--- src/rtl/sar_code_collector.sv ---
// Collects bit-serial SAR comparator decisions into 8-bit codes, LSB first, with an
// undecided-bit flag per word, and queues them in a small FIFO with sticky overflow.
module sar_code_collector #(
  parameter int unsigned DEPTH = 4
) (
  input  logic                     clk,
  input  logic                     rst_n,
  input  logic                     en,
  input  logic                     op,
  input  logic                     om,
  output logic [7:0]               out_data,
  output logic                     out_err,
  output logic                     out_valid,
  input  logic                     out_ready,
  output logic [$clog2(DEPTH):0]   level,
  output logic                     ovf,
  input  logic                     clr_ovf
);

  localparam int unsigned AW = $clog2(DEPTH);
  localparam int unsigned LW = AW + 1;

  logic [2:0]    cnt_q, cnt_d;
  logic [6:0]    part_q, part_d;
  logic          err_q, err_d;
  logic          push;
  logic          undecided;
  logic [8:0]    push_word;

  logic [8:0]    mem_q [DEPTH];
  logic [AW-1:0] wr_q, wr_d, rd_q, rd_d;
  logic [LW-1:0] level_q, level_d;
  logic          ovf_q, ovf_d;
  logic          full, pop, wr_en, ovf_set;

  assign undecided = (op == om);
  assign push_word = {err_q | undecided, op, part_q};

  // Bit collector: any cycle with en low discards the in-flight conversion.
  always_comb begin
    cnt_d  = '0;
    part_d = '0;
    err_d  = 1'b0;
    push   = 1'b0;
    if (en) begin
      if (cnt_q == 3'd7) begin
        push = 1'b1;
      end else begin
        cnt_d          = cnt_q + 3'd1;
        part_d         = part_q;
        part_d[cnt_q]  = op;
        err_d          = err_q | undecided;
      end
    end
  end

  assign full    = (level_q == LW'(DEPTH));
  assign pop     = out_valid & out_ready;
  // A pop on the same edge frees the slot, so a full FIFO can still accept.
  assign wr_en   = push & (~full | pop);
  assign ovf_set = push & full & ~pop;

  always_comb begin
    wr_d    = wr_q;
    rd_d    = rd_q;
    level_d = level_q;
    if (wr_en) wr_d = wr_q + AW'(1);
    if (pop)   rd_d = rd_q + AW'(1);
    case ({wr_en, pop})
      2'b10:   level_d = level_q + LW'(1);
      2'b01:   level_d = level_q - LW'(1);
      default: level_d = level_q;
    endcase
    ovf_d = ovf_q;
    if (ovf_set)      ovf_d = 1'b1;
    else if (clr_ovf) ovf_d = 1'b0;
  end

  always_ff @(posedge clk) begin
    if (wr_en) mem_q[wr_q] <= push_word;
  end

  always_ff @(posedge clk or negedge rst_n) begin
    if (!rst_n) begin
      cnt_q   <= '0;
      part_q  <= '0;
      err_q   <= 1'b0;
      wr_q    <= '0;
      rd_q    <= '0;
      level_q <= '0;
      ovf_q   <= 1'b0;
    end else begin
      cnt_q   <= cnt_d;
      part_q  <= part_d;
      err_q   <= err_d;
      wr_q    <= wr_d;
      rd_q    <= rd_d;
      level_q <= level_d;
      ovf_q   <= ovf_d;
    end
  end

  assign out_valid           = (level_q != '0);
  assign {out_err, out_data} = out_valid ? mem_q[rd_q] : 9'd0;
  assign level               = level_q;
  assign ovf                 = ovf_q;

endmodule

--- config.mk ---
export PLATFORM = sky130hd
export DESIGN_NAME = sar_code_collector
export DESIGN_NICKNAME = d
export VERILOG_FILES = /design/src/rtl/sar_code_collector.sv
export SDC_FILE = /design/constraint.sdc
export NUM_CORES = 1
export LEC_CHECK = 0
export ABC_AREA = 1
export CAP_MARGIN = 5
export CELL_PAD_IN_SITES_DETAIL_PLACEMENT = 0
export CELL_PAD_IN_SITES_GLOBAL_PLACEMENT = 2
export CORE_ASPECT_RATIO = 0.5
export CORE_UTILIZATION = 34
export DETAILED_ROUTE_END_ITERATION = 10
export PLACE_DENSITY_LB_ADDON = 0.1
export SYNTH_ARGS = -nofsm -noshare
export SYNTH_HDL_FRONTEND = slang
export SYNTH_SLANG_ARGS = --single-unit
--- constraint.sdc ---
create_clock -name clk -period 1.9 [get_ports clk]
set_input_delay 0.57 -clock clk [delete_from_list [all_inputs] [get_ports clk]]
set_output_delay 0.57 -clock clk [all_outputs]
set_load 0.01 [all_outputs]
==> results of run 1 <==
-- what timing repair did --
item                                    4_1_cts  5_1_grt
pin swaps                                     8        7
setup buffers                                 2        1
cloned                                        0        0
endpoints found under the setup margin       12       12
resized for setup                            50       12
-- cells in the final DEF, fill, tap and decap left out, types with 4 or more instances in the layout --
| cell type | count |
|---|---|
| clkbuf_16 | 5 |
| clkdlybuf4s50_1 | 7 |
| nor2_1 | 37 |
| ha_1 | 6 |
| dfrtp_1 | 18 |
| inv_1 | 25 |
| o21ai_1 | 17 |
| a21oi_1 | 11 |
| nand3_1 | 6 |
| a211oi_1 | 4 |
| buf_2 | 9 |
| nand2_1 | 10 |
| nor3_1 | 4 |
| nor2_2 | 14 |
| edfxtp_1 | 36 |
| inv_2 | 4 |
| buf_4 | 28 |
-- synth_stat cells (all sizes together) --
master,instances,area (um2)
inv,28,105.1
nor2,52,227.7
o22ai,1,6.260
a211oi,4,30.03
o21ai,19,95.09
nor4,3,18.77
a31oi,3,18.77
a21oi,11,55.05
nor3,4,20.02
nand2,15,76.32
nand3,8,57.56
clkinv,1,3.750
fa,1,20.02
nand4,2,12.51
edfxtp,36,1081
buf,4,41.29
clkbuf,1,5.000
xor2,3,26.28
ha,6,75.07
dfrtp,19,475.5
-- layer usage --
layer,GRT usage,up-vias,part of all wire
met5,0,-,0
met2,0.2324,15,0.45
met4,0.03136,0,0.0042
met1,0.2020,794,0.52
met3,0.03467,4,0.028
li1,-,858,-
-- kinds of logic (layout without fill, tap and decap cells) --
group	Yosys count	after routing	synth area share
AOI/OAI and AO/OA	38	38	0.08372
DFF	55	55	0.6350
xor gates and xnor gates	3	3	0.01072
and+or+nand+nor	84	84	0.1685
adders and majority gates	7	7	0.03879
buffers and inverters	34	91	0.06329
-- sequential cells by signal (all words and copies together), names as in the netlist --
signal and cells:
level 3, cnt_q 3, err_q 1, rd_q 2, part_q 7, wr_q 2, mem_q 36, ovf 1
-- power groups by stage --
stage	registers (mW)	clock network, mW	logic (mW)
2_1_floorplan	1.47	0	0.924
3_3_place_gp	1.46	0	1.81
3_5_place_dp	1.46	0	1.82
4_1_cts	1.44	1.07	1.68
5_1_grt	1.46	1.11	1.87
6_report	1.44	1.03	1.69
-- final cells by class --
class	instances	area [um2]
Fill cell	651	3669
Sequential cell	55	1558
Multi-Input combinational cell	132	754.5
Timing Repair Buffer	54	459.2
Clock buffer	6	128.9
Tap cell	92	115.1
Inverter	29	108.9
Clock inverter	2	38.79
-- worst paths after layout --
kind                       cells past startpoint  slack, ps           to      from
hold / removal                                 2        560          ovf       ovf
setup / recovery                               6         -2  out_data[1]   rd_q[0]
hold reg to reg                                2        560          ovf       ovf
max in group asynchronous                      2       1040      rd_q[0]     rst_n
setup reg to reg                               8        140     level[1]  cnt_q[0]
min in group asynchronous                      2        620     level[1]     rst_n
-- tightest hold or removal path: stages, from the launching register on --
cell	delay (ps)
dfrtp_1	380
inv_1	60
o22ai_1	70
-- metrics by stage --
step | hold WS, ps | std cells | cell area (um2)
final | 557.8 | 370 | 3163
after global routing | 579.6 | 370 | 3163
after CTS | 565.8 | 370 | 3141
after detailed placement | 544.6 | 361 | 3005
after global placement | 527.3 | 361 | 3005
after floorplan | 274.4 | 221 | 2451
==> results.toml, run 1 <==
[pwr]
clockPowerShare = 0.249
p_int_mw = 2.790
p_per_area_nw_per_um2 = 1316
p_seq_frac = 0.346
p_leak_nw = 1.330
peakVddDrop_mv = 0.6101
comb_power_share = 0.405
power_mw = 4.164
p_sw_frac = 0.3299
switching_power_mw = 1.373

[die]
pin_count = 21
die_y_um = 62.04
dieWidth_um = 122.1
fp.dieArea_um2 = 7574
rows = 21
core_area_um2 = 6832
initial_core_util = 0.3588

[worst_setup_path]
crit_type = "reg -> out"
max_stage_delay_ps = 410
arrival_ps = 1330
cp-end-kind = "output port"
cp.required_ps = 1330
cp_slowest_cell = "dfrtp_2"
critPathMaxFanout = 11
start_kind = "flip-flop"
cp_cell_sequence = "buf_12 -> nor2_2 -> nor2_1 -> o21ai_1 -> a21oi_1 -> buf_2"
cp_top_family = "flip-flops"
path_buf_inv = 2

[clock_network]
numClockSinks = 55
cts_tree = "built"
clock_path_buffers = 2
postCtsHoldBufs = 0
path_clk_slew_ps = 70
clock_latency_ps = 290
cts_root_buffer = "clkbuf_16"
cts_buffers = 5
h-tree-depth = 2

[grt]
grt_pass1_wl_um = 7969
grt_max_degree = 20
grt_pass1_vias = 1564
grt.overflow.total = 0
grt_use_total = 0.1445
antenna_found_initial = 0

[timing]
finalSetupTns_ps = -1.651
drv_slew = 0
layout_min_cycle_time_ps = 1902
finalSetupViolCount = 1
fin_ws_ps = -1.651
period_share = 1.001
fmax_ghz = 0.5259
final_hold_viol_count = 0
worstMarginPinSlew_ps = 334.3
slew_headroom = 0.7766
rsz0062_at_grt = "true"
final.setup_skew_ps = 3.792

[logic_synthesis]
ys_types = 30
yosysWarningCount = 0
syn_inst = 221
seq_area_frac_synth = 0.6350
synthesis.area_um2 = 2451
syn_nets = 235
ys_ff_latch = 55
synth.avg_cell_area_um2 = 11.09

[cells_and_area]
drive_gt1_frac = 0.2806
final_util = 0.4630
syn2layout_area_growth_pct = 29.05
nNetsFinal = 291
insertedDiodeCount = 0

[placed_design]
portBuffers = 20
hpwl_um = 3638
place.gp.congestion = 0.7278
place_ws_ps = -197.1

[status]
violations = "negative setup slack"
outcome = "finished with violations"

[route]
viasPerCell = 4.516
num_vias = 1671
drt_wl_total_um = 4988
postRouteAntennaNets = 0
drc_errors = 0
first_pass_iters = 4
drt_iter0_drc = 73
drt-wirelength-per-cell_um = 13.48

[hold_path]
hold_path.class = "reg -> reg"

[run]
max_cap_violations = 0
Power figures use the tool's default switching activity.
==> run 2, diff against run 1 <==
--- a/config.mk
+++ b/config.mk
@@ -13,6 +13,7 @@
 export CORE_UTILIZATION = 34
 export DETAILED_ROUTE_END_ITERATION = 10
 export PLACE_DENSITY_LB_ADDON = 0.1
+export SKIP_LAST_GASP = 1
 export SYNTH_ARGS = -nofsm -noshare
 export SYNTH_HDL_FRONTEND = slang
 export SYNTH_SLANG_ARGS = --single-unit
==> results.toml, run 2 (synthesis results as in run 1) <==
[status]
outcome = "finished with violations"
violations = "negative setup slack"

[placed_design]
place.gp.congestion = 0.7278
place_area_um2 = 3005
hpwl_um = 3638
portBuffers = 20

[run]
max_cap_violations = 0

[die]
pin_count = 21
rows = 21
fp.dieArea_um2 = 7574
die_y_um = 62.04
core_area_um2 = 6832
dieWidth_um = 122.1
initial_core_util = 0.3588

[worst_setup_path]
critPathMaxFanout = 11
start_kind = "flip-flop"
crit_type = "reg -> out"
cp.required_ps = 1330
arrival_ps = 1330
cp-end-kind = "output port"

[grt]
grt_pass1_wl_um = 7969
grt_use_total = 0.1445
grt.overflow.total = 0
grt_pass1_vias = 1566
antenna_found_initial = 0
grt_max_degree = 20

[cells_and_area]
drive_gt1_frac = 0.2806
max_flop_register = "mem_q"
syn2layout_area_growth_pct = 29.05
multi_input_area_um2 = 754.5
insertedDiodeCount = 0
layout_common_cells = "nor2_1 (37), edfxtp_1 (36), buf_4 (28)"
regArea_um2 = 1558
final_cell_area_um2 = 3163
nNetsFinal = 291
nFillCells = 651
largest_reg_flops = 36
reg_top3 = "mem_q: 36 flops, part_q: 7 flops"
layout_commonest_cell = "nor2_1"

[clock_network]
cts_buffers = 5
clock_latency_ps = 290
clock_path_buffers = 2
numClockSinks = 55
cts_tree = "built"
cts_root_buffer = "clkbuf_16"
postCtsHoldBufs = 0
path_clk_slew_ps = 70
h-tree-depth = 2

[timing]
layout_min_cycle_time_ps = 1902
drv_slew = 0
final_hold_viol_count = 0
final.setup_skew_ps = 3.793
rsz0062_at_grt = "true"
fmax_ghz = 0.5259
worstMarginPinSlew_ps = 334.3
finalSetupViolCount = 2
slew_headroom = 0.7766
period_share = 1.001
finalSetupTns_ps = -2.402
fin_ws_ps = -1.649
fin_hold_ws_ps = 557.8

[route]
drt_iter0_drc = 75
drc_errors = 0
postRouteAntennaNets = 0
num_vias = 1669
drt_wl_total_um = 4991
first_pass_iters = 4
viasPerCell = 4.511
drt-wirelength-per-cell_um = 13.49

[hold_path]
hold_path.class = "reg -> reg"

[pwr]
p_per_area_nw_per_um2 = 1314
peakVddDrop_mv = 0.6100
p_leak_nw = 1.330
-- run 2: path summary, 6_finish.rpt --
kind	end	slack [ps]	startpoint	cells past startpoint
setup / recovery	out_data[1]	-2	rd_q[0]	6
setup reg to reg	level[1]	140	cnt_q[0]	8
hold / removal	ovf	560	ovf	2
hold reg to reg	ovf	560	ovf	2
max in group asynchronous	rd_q[0]	1040	rst_n	2
min in group asynchronous	level[1]	620	rst_n	2
-- run 2: area by class of cell --
cell class,instances,share of cell area
Clock buffer,6,0.04074
Clock inverter,2,0.01226
Inverter,29,0.03441
Multi-Input combinational cell,132,0.2385
Sequential cell,55,0.4925
Tap cell,92,0.03639
Timing Repair Buffer,54,0.1452
-- run 2: worst max-delay path, stage by stage, from the launching register on --
cell and delay, ps:
dfrtp_2 410, buf_12 150, nor2_2 40, nor2_1 100
o21ai_1 70, a21oi_1 130, buf_2 140
-- run 2: timing repair --
action,in CTS,in global routing
setup endpoints to repair,12,12
pin swaps,8,7
buffers inserted,2,1
resized for setup,50,9
-- run 2: power by group --
group / switching (mW) / internal, mW
combinational: 0.885 / 0.796
sequential: 0.0778 / 1.36
clock: 0.407 / 0.628
total: 1.37 / 2.79
-- run 2: through the flow --
stage          std cells  worst slack [ps]  total power [mW]    util
6_report             370            -1.649             4.158  0.4630
2_1_floorplan        221             32.40             2.398       -
3_3_place_gp         361            -192.8             3.266  0.4399
3_5_place_dp         361            -197.1             3.282  0.4399
4_1_cts              370            -56.10             4.180  0.4597
5_1_grt              370            -122.7             4.431  0.4630
-- run 2: per-layer routing --
layer  vias to the layer above  global-route usage  share of wire
met5                         -                   0              0
met1                       792              0.2020           0.52
li1                        858                   -              -
met2                        15              0.2324           0.45
met3                         4             0.03467          0.028
met4                         0             0.03136         0.0042
==> run 3, diff against run 2 <==
--- a/config.mk
+++ b/config.mk
@@ -12,8 +12,10 @@
 export CORE_ASPECT_RATIO = 0.5
 export CORE_UTILIZATION = 34
 export DETAILED_ROUTE_END_ITERATION = 10
+export GPL_ROUTABILITY_DRIVEN = 0
 export PLACE_DENSITY_LB_ADDON = 0.1
 export SKIP_LAST_GASP = 1
+export SLEW_MARGIN = 20
 export SYNTH_ARGS = -nofsm -noshare
 export SYNTH_HDL_FRONTEND = slang
 export SYNTH_SLANG_ARGS = --single-unit
==> results of run 3 <==
Final layout, timing and power as in run 2 (identical DEF).
